## src/rtl/fetch_queue.sv

```systemverilog
// rtl/fetch_queue.sv - PC generator and DEPTH-entry prefetch queue between instruction sram and decode.
module fetch_queue #(
  parameter int                DATA_W   = 32,
  parameter int                DEPTH    = 4,
  parameter logic [DATA_W-1:0] RESET_PC = '0,
  parameter logic [DATA_W-1:0] PC_STEP  = DATA_W'(4)
) (
  input  logic              clk,
  input  logic              arst_n,
  input  logic              enable,
  output logic [DATA_W-1:0] imem_addr,
  output logic              imem_ren,
  input  logic [DATA_W-1:0] imem_rdata,
  input  logic              redirect_valid,
  input  logic [DATA_W-1:0] redirect_pc,
  output logic              out_valid,
  input  logic              out_ready,
  output logic [DATA_W-1:0] out_instr,
  output logic [DATA_W-1:0] out_pc,
  output logic [DATA_W-1:0] out_pc_plus4
);

  localparam int              CNT_W   = $clog2(DEPTH + 1);
  localparam int              PTR_W   = (DEPTH > 1) ? $clog2(DEPTH) : 1;
  localparam logic [PTR_W-1:0] LAST   = PTR_W'(DEPTH - 1);
  localparam logic [CNT_W:0]  DEPTH_X = (CNT_W + 1)'(DEPTH);

  logic [DATA_W-1:0] r_pc;
  logic [DATA_W-1:0] r_tag_pc;
  logic              r_inflight;
  logic [PTR_W-1:0]  r_rd_ptr;
  logic [PTR_W-1:0]  r_wr_ptr;
  logic [CNT_W-1:0]  r_count;
  logic [DATA_W-1:0] r_q_pc    [DEPTH];
  logic [DATA_W-1:0] r_q_instr [DEPTH];

  logic              w_pop;
  logic              w_write;
  logic              w_credit;
  logic              w_issue;
  logic [CNT_W:0]    w_used;
  logic [CNT_W:0]    w_limit;

  function automatic logic [PTR_W-1:0] ptr_inc(input logic [PTR_W-1:0] p);
    return (p == LAST) ? '0 : p + PTR_W'(1);
  endfunction

  assign out_valid = (r_count != '0);
  assign w_pop     = out_valid & out_ready & ~redirect_valid;
  assign w_write   = r_inflight & ~redirect_valid;

  // The inflight read already owns a slot, so it is counted against capacity.
  assign w_used    = {1'b0, r_count} + {{CNT_W{1'b0}}, r_inflight};
  assign w_limit   = DEPTH_X + {{CNT_W{1'b0}}, w_pop};
  assign w_credit  = (w_used < w_limit);
  assign w_issue   = enable & w_credit & ~redirect_valid & arst_n;

  assign imem_addr    = r_pc;
  assign imem_ren     = w_issue;
  assign out_instr    = r_q_instr[r_rd_ptr];
  assign out_pc       = r_q_pc[r_rd_ptr];
  assign out_pc_plus4 = out_pc + PC_STEP;

  always_ff @(posedge clk or negedge arst_n) begin
    if (!arst_n) begin
      r_pc       <= RESET_PC;
      r_tag_pc   <= '0;
      r_inflight <= 1'b0;
    end else if (redirect_valid) begin
      r_pc       <= redirect_pc;
      r_inflight <= 1'b0;
    end else begin
      r_inflight <= w_issue;
      if (w_issue) begin
        r_tag_pc <= r_pc;
        r_pc     <= r_pc + PC_STEP;
      end
    end
  end

  always_ff @(posedge clk or negedge arst_n) begin
    if (!arst_n) begin
      r_rd_ptr <= '0;
      r_wr_ptr <= '0;
      r_count  <= '0;
    end else if (redirect_valid) begin
      r_rd_ptr <= '0;
      r_wr_ptr <= '0;
      r_count  <= '0;
    end else begin
      if (w_write) r_wr_ptr <= ptr_inc(r_wr_ptr);
      if (w_pop)   r_rd_ptr <= ptr_inc(r_rd_ptr);
      case ({w_write, w_pop})
        2'b10:   r_count <= r_count + CNT_W'(1);
        2'b01:   r_count <= r_count - CNT_W'(1);
        default: r_count <= r_count;
      endcase
    end
  end

  always_ff @(posedge clk or negedge arst_n) begin
    if (!arst_n) begin
      for (int i = 0; i < DEPTH; i++) begin
        r_q_pc[i]    <= '0;
        r_q_instr[i] <= '0;
      end
    end else if (w_write) begin
      r_q_pc[r_wr_ptr]    <= r_tag_pc;
      r_q_instr[r_wr_ptr] <= imem_rdata;
    end
  end

endmodule

```

## config.mk

```make
export PLATFORM = sky130hd
export DESIGN_NAME = fetch_queue
export DESIGN_NICKNAME = d
export VERILOG_FILES = /design/src/rtl/fetch_queue.sv
export SDC_FILE = /design/constraint.sdc
export NUM_CORES = 1
export LEC_CHECK = 0
export ABC_AREA = 1
export CORE_ASPECT_RATIO = 0.9
export CORE_MARGIN = 5
export CORE_UTILIZATION = 57
export CTS_CLUSTER_SIZE = 8
export DETAILED_ROUTE_END_ITERATION = 6
export PLACE_DENSITY_LB_ADDON = 0.3
export SLEW_MARGIN = 15
export SYNTH_ARGS = -nofsm -noshare
export SYNTH_HDL_FRONTEND = slang
export SYNTH_SLANG_ARGS = --single-unit
```

## constraint.sdc

```tcl
create_clock -name clk -period 4.25 [get_ports clk]
set_input_delay 0.425 -clock clk [delete_from_list [all_inputs] [get_ports clk]]
set_output_delay 0.425 -clock clk [all_outputs]
set_load 0.03 [all_outputs]
```

==> results.md, run 1 <==
* Status: finished clean
* Starting Density at a little under three fifths
* Netlist Area Pre-Place at ~16000 um^2
* Synth Instances at around 2200
* Input/output buffers at 198
* # nets final at roughly 2400
* Full die area at approximately 32000 um^2
* Placer Congestion at about 1.0
* Clk pin slew, worst setup/hold paths at about 50 ps
* Final setup vio count at 0
* Dpl hpwl at approximately 31000 um
* Worst Path Max Fanout at 64
* Crit-path cells: inv_8 > buf_4 > nand2_1 > nand3_1 > nand2_1 > nor2_4 > nand2_2 > nor2_2 > xor2_1 > clkdlybuf4s50_1
* Critical path type: reg -> out
* Most used DFF post-synth: dfrtp_1
* Clock skew after layout at 16.0 ps
* CP most frequent cell: nand2_1
* CTS tree: done
* Die H at roughly 170 um
* Row Count at between 50 and 60
* Top-count cell post-synth: nand2_1
* First-pass GRT wire length at 76400 um
* Final Slew Violations at 0
* Crit path max-delay family: buffers and inverters
* Most used routing layer: met2
* Avg Cell Area, Syn at 7.60 um^2
* Leak pwr at about 9.4 nW
* Total iterations of the first detailed-routing run at 5
* Met1 GRT Util at between 40% and 50%
* Cts bufs inserted at 46
* Worst hold slack at between 300 and 400 ps
* Area post-placement at roughly 19000 um^2
* Cell taking the most area after synthesis: dfrtp_1
* DRC violations left at 0
* # IOs at between 150 and 200
* Slew HR at between 30% and 40%
* EDFF count, synth at 0
* VDD IR-drop max at about 0.00042 V
* Tot GR Track Use at 28.7%
* RSZ-0062 raised after global routing: no
* Register area share after synthesis at between 40% and 50%
* Chip Width at between 150 and 200 um
* DRT antenna net count at 0
* Arr. time, crit path at ~3500 ps
* Drt total wl at ~47000 um
* CTS max path bufs at 3
* Worst path bufs/invs at 3
* Worst-skew pair later-pin latency at 540 ps
* Crit. Startpoint: r_rd_ptr[0]
* Crit-path slowest cell: clkdlybuf4s50_1
* Area fraction of the dominant cell type after synthesis at between 40% and 50%
* Fmax at ~0.25 GHz
* Pin count of the biggest net entering global routing at 107
* Final period util at around 90%
* Hold Violations, Final at 0
* Grt ovf at 0
* Met3 Use GR at between 5 and 6%
* Core area at approximately 29000 um^2
* Yosys synthesis warning count at 0
* Setup_tns at 0 ps
* Worst path required time at 3830 ps
* Mean routed wirelength per cell at 17.4 um
* Synth cell count leaders: nand2_1, o21ai_0, dfrtp_1
* Clock period minus worst slack at approximately 3900 ps
* Vias in the first global route at 14900
* Max Cap Violations at 0
* H-tree Lvls at 2
* Via count at between 15000 and 20000
* Share of layout cells above drive strength 1 at under 10%
* GR Layer Usage met2 at 44.6%
* Area contributors post-synth: dfrtp_1, nand2_1, o21ai_0
* # diodes at 0
* Via density at 5.70
* Syn-to-layout area delta at 20.3%
* Crit. End Element: output pin
* Worst r2r src: r_inflight
* Synth async-reset ratio at 100%
* CTS sink count at around 330
* Final Cell Area at between 15000 and 20000 um^2
* Initial antenna violation count at 0
* Post-synth cell types at 33
* Iter 0 DRT Violations at 1491
* Fill cells at 2266
* CP max stage delay at 710 ps
* Power density cells at roughly 670 nW/um^2
* Worst Tran Pin Value at between 1000 and 1500 ps
* Clock Root Buffer: clkbuf_16
* CP Launch Type: flip-flop
* Net Count, Synth at approximately 2200
* Flops & latches, synth at 328
* Hold WC Path Type: in -> async
## report_power, final
group | switching, mW | leakage, nW | internal, mW
sequential | 0.432 | 4.38 | 3.70
clock | 1.26 | 0.595 | 1.94
combinational | 3.86 | 4.40 | 2.01
total | 5.56 | 9.38 | 7.64
## path summary, 6_finish.rpt
kind	end	slack [ps]	cells past startpoint
min in group clk	imem_addr[0]	450	3
hold reg to reg	r_q_instr[81]	480	2
setup reg to reg	r_q_instr[72]	1740	6
hold / removal	r_q_instr[120]	340	2
max in group asynchronous	r_rd_ptr[1]	1790	4
setup / recovery	out_pc_plus4[13]	310	10
## worst register-to-register path, cell delays in order (launching register included)
cell     delay, ps
dfrtp_1        350
inv_1           60
nor2_1         660
nand2_4        670
buf_12         420
nand2_1        120
o21ai_0         90
## logic make-up (layout without fill, tap and decap cells)
kind of cell	after synthesis	in the layout	share of synthesized area, %
adders and majority gates	10	10	0.806
DFF	328	328	49.9
xor gates and xnor gates	29	29	1.54
and+or+nand+nor	1088	1088	26.5
AOI/OAI and AO/OA	439	439	14.3
buffers and inverters	271	424	6.97
## registers in the layout, summed over array words and instances (netlist names)
register,count
imem_addr,32
r_count,3
r_inflight,1
r_q_instr,128
r_q_pc,128
r_rd_ptr,2
r_tag_pc,32
r_wr_ptr,2
## layer usage
metal	wire [um]	vias to the layer above
met5	0	-
met2	20800	708
met4	1250	0
met1	20700	7257
li1	-	7245
met3	3890	101
## metrics by stage
step                      setup slack (ps)  cells  power (mW)  util (%)
final                                  309   2684        13.2      68.9
after global routing                   115   2684        13.9      68.9
after CTS                              165   2683        13.2      68.9
after detailed placement               750   2632        9.96      64.6
after global placement                 755   2632        9.86      64.6
after floorplan                       1410   2165        7.67         -
## final cells by class
type / instances / area (um^2) / area share (%)
inverter: 150 / 571 / 2.88
clock buffer: 48 / 1180 / 5.96
multi-input combinational: 1566 / 7120 / 36.0
sequential: 328 / 8210 / 41.5
clock inverter: 2 / 28.8 / 0.145
timing repair buffer: 224 / 2220 / 11.2
tap: 366 / 458 / 2.31
## layout by cell type (no fill, tap or decap), types with 2 or more instances in the layout
| cell type | netlist | routed |
|---|---|---|
| nand2_1 | 764 | 760 |
| o21ai_0 | 376 | 376 |
| dfrtp_1 | 328 | 326 |
| clkdlybuf4s50_1 | 0 | 184 |
| nor2_1 | 178 | 178 |
| inv_1 | 144 | 144 |
| nand3_1 | 98 | 98 |
| clkbuf_16 | 0 | 47 |
| o22ai_1 | 34 | 34 |
| buf_4 | 13 | 32 |
| xor2_1 | 29 | 29 |
| nand4_1 | 14 | 14 |
| o211ai_2 | 10 | 10 |
| nor3_1 | 9 | 9 |
| ha_1 | 9 | 9 |
| nand2_2 | 7 | 7 |
| nor2_2 | 7 | 7 |
| inv_2 | 5 | 5 |
| nor2_4 | 5 | 5 |
| o211ai_1 | 5 | 5 |
| buf_12 | 0 | 5 |
| a21oi_1 | 4 | 4 |
| nand2_4 | 0 | 4 |
| a22oi_1 | 4 | 4 |
| nand3_2 | 3 | 3 |
| nand3b_1 | 3 | 3 |
| o21ai_1 | 2 | 2 |
## repair_timing
| action | CTS | global route |
|---|---|---|
| resized for setup | 0 | 1 |
| setup endpoints to repair | 0 | 8 |
| hold buffers | 1 | 0 |
| endpoints found under the hold margin | 30 | 0 |
| setup buffers | 0 | 1 |
Note: power is estimated with default switching activity, not from simulation.
==> inputs of run 2 (changes only) <==
--- a/config.mk
+++ b/config.mk
@@ -12,6 +12,7 @@
 export CTS_CLUSTER_SIZE = 8
 export DETAILED_ROUTE_END_ITERATION = 6
 export PLACE_DENSITY_LB_ADDON = 0.3
+export SETUP_SLACK_MARGIN = 0.02
 export SLEW_MARGIN = 15
 export SYNTH_ARGS = -nofsm -noshare
 export SYNTH_HDL_FRONTEND = slang
==> results of run 2 <==
Final layout, timing and power as in run 1 (identical DEF).
